## src/rtl/ipsxe_floating_point_rr_sched_4ch_v1_0.sv

```systemverilog
// ---------------------------------------------------------------------------
// ipsxe_floating_point_rr_sched_4ch_v1_0
//
// Purpose:
//   Shares one in-order floating-point operator pipeline among four requester
//   channels. A round-robin arbiter moves requester operand bundles into a
//   registered AXI-Stream output stage and tags each transfer with its channel
//   ID. The operator returns results in issue order, so each accepted ID is
//   pushed into a small FIFO. The FIFO head then steers each returning result
//   back to the channel that issued it.
//
// Ports:
//   i_aclk, i_areset_n      clock (rising edge) and synchronous active-low reset
//   i_s_tdata/tvalid        four requester bundles (channel k at k*DATA_WIDTH)
//   o_s_tready              one-hot-or-zero grant to requesters (combinational)
//   o_m_tdata/tid/tvalid    registered bundle and channel ID to the operator buffer
//   i_m_tready              operator buffer ready
//   i_r_tdata/tvalid        result from the operator
//   o_r_tready              result ready to the operator (combinational)
//   o_r_tdata               result data broadcast to all requesters
//   o_r_tvalid              per-channel result valid (one-hot or zero)
//   i_r_tready              per-channel result ready
//   o_outstanding           tags issued and not yet returned
//   o_busy                  output stage full or operations still in flight
//   o_err_orphan            sticky flag: a result arrived with no tag to match
// ---------------------------------------------------------------------------
module ipsxe_floating_point_rr_sched_4ch_v1_0 #(
    parameter int DATA_WIDTH    = 66,
    parameter int RES_WIDTH     = 33,
    parameter int ID_FIFO_DEPTH = 16,
    parameter int ID_ADDR_WIDTH = 4
) (
    input  logic                      i_aclk,
    input  logic                      i_areset_n,
    input  logic [4*DATA_WIDTH-1:0]   i_s_tdata,
    input  logic [3:0]                i_s_tvalid,
    output logic [3:0]                o_s_tready,
    output logic [DATA_WIDTH-1:0]     o_m_tdata,
    output logic [1:0]                o_m_tid,
    output logic                      o_m_tvalid,
    input  logic                      i_m_tready,
    input  logic [RES_WIDTH-1:0]      i_r_tdata,
    input  logic                      i_r_tvalid,
    output logic                      o_r_tready,
    output logic [RES_WIDTH-1:0]      o_r_tdata,
    output logic [3:0]                o_r_tvalid,
    input  logic [3:0]                i_r_tready,
    output logic [ID_ADDR_WIDTH:0]    o_outstanding,
    output logic                      o_busy,
    output logic                      o_err_orphan
);

    localparam logic [ID_ADDR_WIDTH:0] LP_FULL_COUNT = (ID_ADDR_WIDTH+1)'(ID_FIFO_DEPTH);

    logic [DATA_WIDTH-1:0]    r_m_tdata;
    logic [1:0]               r_m_tid;
    logic                     r_m_tvalid;
    logic [1:0]               r_rr_ptr;
    logic [1:0]               r_id_mem [ID_FIFO_DEPTH];
    logic [ID_ADDR_WIDTH-1:0] r_wr_ptr;
    logic [ID_ADDR_WIDTH-1:0] r_rd_ptr;
    logic [ID_ADDR_WIDTH:0]   r_count;
    logic                     r_err_orphan;

    logic [1:0] w_pick;
    logic [1:0] w_scan_idx;
    logic       w_any_valid;
    logic       w_id_full;
    logic       w_id_empty;
    logic       w_can_issue;
    logic       w_push;
    logic       w_pop;
    logic [1:0] w_head;

    // Full comes from the registered count only, so a pop in the same cycle
    // does not allow an accept until the next cycle.
    assign w_id_full  = (r_count == LP_FULL_COUNT);
    assign w_id_empty = (r_count == '0);
    assign w_head     = r_id_mem[r_rd_ptr];

    // Scan from the highest offset down so the last hit is the channel
    // closest to the round-robin pointer.
    always_comb begin
        w_pick      = 2'd0;
        w_any_valid = 1'b0;
        w_scan_idx  = 2'd0;
        for (int i = 3; i >= 0; i--) begin
            w_scan_idx = r_rr_ptr + 2'(i);
            if (i_s_tvalid[w_scan_idx]) begin
                w_pick      = w_scan_idx;
                w_any_valid = 1'b1;
            end
        end
    end

    assign w_can_issue = i_areset_n & (~r_m_tvalid | i_m_tready) & ~w_id_full;
    assign w_push      = w_can_issue & w_any_valid;
    assign o_s_tready  = w_push ? (4'b0001 << w_pick) : 4'b0000;

    // With no tag pending, the operator is told to drop the result (ready
    // high) so it cannot stall forever. The orphan flag records the event.
    always_comb begin
        o_r_tvalid = 4'b0000;
        o_r_tready = 1'b0;
        if (i_areset_n) begin
            if (w_id_empty) begin
                o_r_tready = 1'b1;
            end else begin
                o_r_tvalid = {3'b000, i_r_tvalid} << w_head;
                o_r_tready = i_r_tready[w_head];
            end
        end
    end

    assign w_pop     = i_areset_n & ~w_id_empty & i_r_tvalid & o_r_tready;
    assign o_r_tdata = i_r_tdata;

    // NOTE: sequential state uses non-blocking assignments only. This keeps
    // every always_ff reading the pre-edge value of every register.
    always_ff @(posedge i_aclk) begin
        if (!i_areset_n) begin
            r_m_tdata    <= '0;
            r_m_tid      <= 2'd0;
            r_m_tvalid   <= 1'b0;
            r_rr_ptr     <= 2'd0;
            r_wr_ptr     <= '0;
            r_rd_ptr     <= '0;
            r_count      <= '0;
            r_err_orphan <= 1'b0;
        end else begin
            if (w_push) begin
                r_m_tdata  <= i_s_tdata[w_pick*DATA_WIDTH +: DATA_WIDTH];
                r_m_tid    <= w_pick;
                r_m_tvalid <= 1'b1;
                r_rr_ptr   <= w_pick + 2'd1;
                r_wr_ptr   <= r_wr_ptr + 1'b1;
            end else if (i_m_tready) begin
                r_m_tvalid <= 1'b0;
            end

            if (w_pop) begin
                r_rd_ptr <= r_rd_ptr + 1'b1;
            end

            unique case ({w_push, w_pop})
                2'b10:   r_count <= r_count + 1'b1;
                2'b01:   r_count <= r_count - 1'b1;
                default: r_count <= r_count;
            endcase

            if (w_id_empty && i_r_tvalid) begin
                r_err_orphan <= 1'b1;
            end
        end
    end

    // NOTE: the tag storage has no reset. Its contents are only read
    // behind the reset-cleared pointers and count, so clearing it would add
    // reset fan-out and serve no purpose.
    always_ff @(posedge i_aclk) begin
        if (w_push) begin
            r_id_mem[r_wr_ptr] <= w_pick;
        end
    end

    assign o_m_tdata     = r_m_tdata;
    assign o_m_tid       = r_m_tid;
    assign o_m_tvalid    = r_m_tvalid;
    assign o_outstanding = r_count;
    assign o_busy        = r_m_tvalid | (r_count != '0);
    assign o_err_orphan  = r_err_orphan;

endmodule

```

## config.mk

```make
export PLATFORM = sky130hd
export DESIGN_NAME = ipsxe_floating_point_rr_sched_4ch_v1_0
export DESIGN_NICKNAME = d
export VERILOG_FILES = /design/src/rtl/ipsxe_floating_point_rr_sched_4ch_v1_0.sv
export SDC_FILE = /design/constraint.sdc
export NUM_CORES = 1
export LEC_CHECK = 0
export CAP_MARGIN = 25
export CELL_PAD_IN_SITES_DETAIL_PLACEMENT = 0
export CELL_PAD_IN_SITES_GLOBAL_PLACEMENT = 1
export CORE_ASPECT_RATIO = 0.6
export CORE_UTILIZATION = 25
export DETAILED_ROUTE_END_ITERATION = 6
export PLACE_DENSITY_LB_ADDON = 0.08
export SYNTH_ARGS = -nofsm -noshare
export SYNTH_HDL_FRONTEND = slang
export SYNTH_SLANG_ARGS = --single-unit
```

## constraint.sdc

```tcl
create_clock -name i_aclk -period 5.86 [get_ports i_aclk]
set_input_delay 1.465 -clock i_aclk [delete_from_list [all_inputs] [get_ports i_aclk]]
set_output_delay 1.465 -clock i_aclk [all_outputs]
set_load 0.005 [all_outputs]
```

==> flow_summary.yaml <==
placed_design:
  pre_cts_slack_ps: 496
  portBuffers: 360
  placed_area_sq_um: 10700
  hpwl_mm: 20.5
  gp_congestion: 0.782
  dp.cells: 1623
die:
  die_x_um: 219
  start_util: 0.255
  rows: 47
  ioPinCount: 427
  core_sq_um: 27600
  design.die.area_sq_um: 28800
  die_h_um: 132
yosys:
  async_flop_share: 0
  syn_area_sq_um: 7030
  syn_inst: 994
  synth_cell_types: 41
  ys_seq_area_frac: 0.390
  synth-seq-cells: 121
  synth_top_area_share: 0.253
  ys.flop_type: "dfxtp_1"
  synthesis.nets: 1315
  synth.area.top_cells: "dfxtp_1, edfxtp_1, nor2_1"
  synth_warnings: 0
  synth-edff-count: 32
  synth_top_area_cell: "dfxtp_1"
  syn_avg_cell_area_sq_um: 7.08
timing:
  slew_headroom: 0.379
  slew_violations: 0
  post-route-period-util: 0.915
  finalClockSkew_ps: 8.94
  fmax_mhz: 186
  worst_slack_ps: 496
  final_hold_viol_count: 0
  rsz0062_at_grt: "false"
  fin_crit_ps: 5360
  worst_pin_slew_ps: 931
  setup_viol: 0
  whs_ps: 453
  fin_setup_tns_ps: 0
critical_path:
  cp-start-kind: "input port"
  worst-setup-path-type: "in2out"
  worstPathRequired_ps: 4390
  cpMaxStageDelayCell: "clkdlybuf4s50_1"
  ff2ff_path_depth: 14
  cp.arrival_ps: 3900
  endpoint_kind: "output pin"
  crit_chain: "clkdlybuf4s50_1 -> a21oi_1 -> o21ai_0 -> o2bb2ai_4 -> inv_1 -> ha_1 -> and2_1 -> clkdlybuf4s50_1"
  max_stage_delay_ps: 550
  crit_top_cell: "clkdlybuf4s50_1"
  worstPathMaxFanout: 18
global_route:
  grt_pass1_wl_mm: 42.2
  antenna_found_initial: 2
  grt_max_degree: 109
  grt_pass1_vias: 7207
  overflow: 0
  grt_usage: 0.191
drt:
  first_pass_iters: 5
  vias_per_cell: 4.53
  num_vias: 7513
  ant_nets: 0
  drc: 0
  drt-wirelength-per-cell_um: 16.9
  drt_iter0_drc: 454
  routed_wl_mm: 28.0
power_and_ir_drop:
  p_leak_nw: 4.34
  finalPower_mw: 2.97
  powerDensity_nw_per_um2: 263
  ir_worst_vdd_v: 0.000180
clock_network:
  post_cts_buffers: 0
  clock_latency_ps: 420
  clk_path_buf_depth: 2
  postCtsResizedCells: 0
  cts.sinks: 121
  cts_tree: "yes"
  cts_made_buffers: 17
  htreeDepth: 4
  path_clk_slew_ps: 60
  postCtsHoldBufs: 0
  root_buffer: "clkbuf_16"
worst_hold_path:
  hold_path_depth: 2
  hold_path_class: "reg2reg"
run_status:
  status: "finished clean"
final_layout:
  seqCellArea_sq_um: 2740
  final_nets: 1598
  syn2layout_area_growth_pct: 60.4
  fin_util: 0.409
  drive_gt1_frac: 0.0481
  layout.cells.non_filler: 1658
  postLayoutCellArea_sq_um: 11300
  multi_input_area_sq_um: 3740
  fill_cells: 2914
job:
  maxCapViolCount: 0
-- per-layer routing --
metal / up-vias / GRT usage / wire length [um]
li1: 3878 / - / -
met1: 3383 / 0.257 / 13200
met2: 236 / 0.294 / 12400
met3: 14 / 0.0713 / 2330
met4: 2 / 0.0330 / 165
met5: - / 0 / 11
-- final timing paths --
check             slack, ps          start                to
hold / removal          450  o_m_tdata[14]     o_m_tdata[14]
hold reg to reg         450  o_m_tdata[14]     o_m_tdata[14]
setup / recovery        500  i_s_tvalid[0]     o_s_tready[2]
setup reg to reg       1250      flip-flop  o_outstanding[4]
-- cell type report --
class | instances | share of cell area
tap | 367 | 0.0407
antenna | 1 | 0.000222
clock buffer | 18 | 0.0380
timing repair buffer | 374 | 0.331
multi-input combinational | 753 | 0.332
inverter | 10 | 0.00377
clock inverter | 14 | 0.0111
sequential | 121 | 0.243
-- where the power goes --
part | leakage [nW] | switching, mW | total (mW) | internal [mW]
Sequential | 1.03 | 0.0599 | 1.02 | 0.961
Combinational | 3.05 | 0.463 | 0.948 | 0.486
Clock | 0.257 | 0.414 | 0.998 | 0.584
-- sequential cells by signal, indices dropped and copies added (netlist names), named ones only --
signal	count
o_m_tdata	66
r_id_mem	32
o_outstanding	5
r_rd_ptr	4
r_wr_ptr	4
o_m_tid	2
r_rr_ptr	2
o_err_orphan	1
o_m_tvalid	1
-- cell usage in the layout (no fill, tap or decap), types with 6 or more instances in the layout --
| cell type | n |
|---|---|
| a21oi_1 | 15 |
| nand3_1 | 129 |
| inv_1 | 7 |
| and2_1 | 6 |
| xor2_1 | 7 |
| nand2_1 | 160 |
| o211ai_1 | 11 |
| clkbuf_16 | 17 |
| nor3_1 | 7 |
| ha_1 | 12 |
| nor2_1 | 235 |
| o21ai_0 | 121 |
| dfxtp_1 | 89 |
| clkdlybuf4s50_1 | 359 |
| buf_4 | 12 |
| edfxtp_1 | 32 |
| mux4_2 | 10 |
| nand2b_1 | 6 |
-- critical path, delay by kind of cell --
family / cells / cell delay (ps)
simple gates: 1 / 130
compound gates: 3 / 640
buf+inv: 3 / 1360
fa+ha+maj: 1 / 300
-- cells by family after synthesis --
| kind of cell | Yosys count | synth area share |
|---|---|---|
| AND/OR/NAND/NOR | 556 | 0.330 |
| multiplexers | 16 | 0.0411 |
| adder cells (fa/ha/maj) | 12 | 0.0213 |
| XOR/XNOR | 7 | 0.00872 |
| flip-flops | 121 | 0.390 |
| buffers and inverters | 120 | 0.0827 |
| AO/OA/AOI/OAI | 162 | 0.126 |
-- synth_stat cells (2+ instances only) --
library cell    n
a21oi_1        16
ha_1           12
o211ai_1       11
nor2_1        235
a211oi_1        2
nand2b_1        6
clkbuf_1       63
o2bb2ai_1       2
nor4_1          3
nand2_1       160
mux4_2         10
nand4_1         2
nor3_1          7
dfxtp_1        89
mux2i_1         5
and3_1          3
nand3_1       129
buf_1          13
xor2_1          7
a32o_1          2
or4_1           2
o21ai_0       121
inv_1           8
edfxtp_1       32
buf_4          33
and2_1          6
Note: power is estimated with default switching activity, not from simulation.
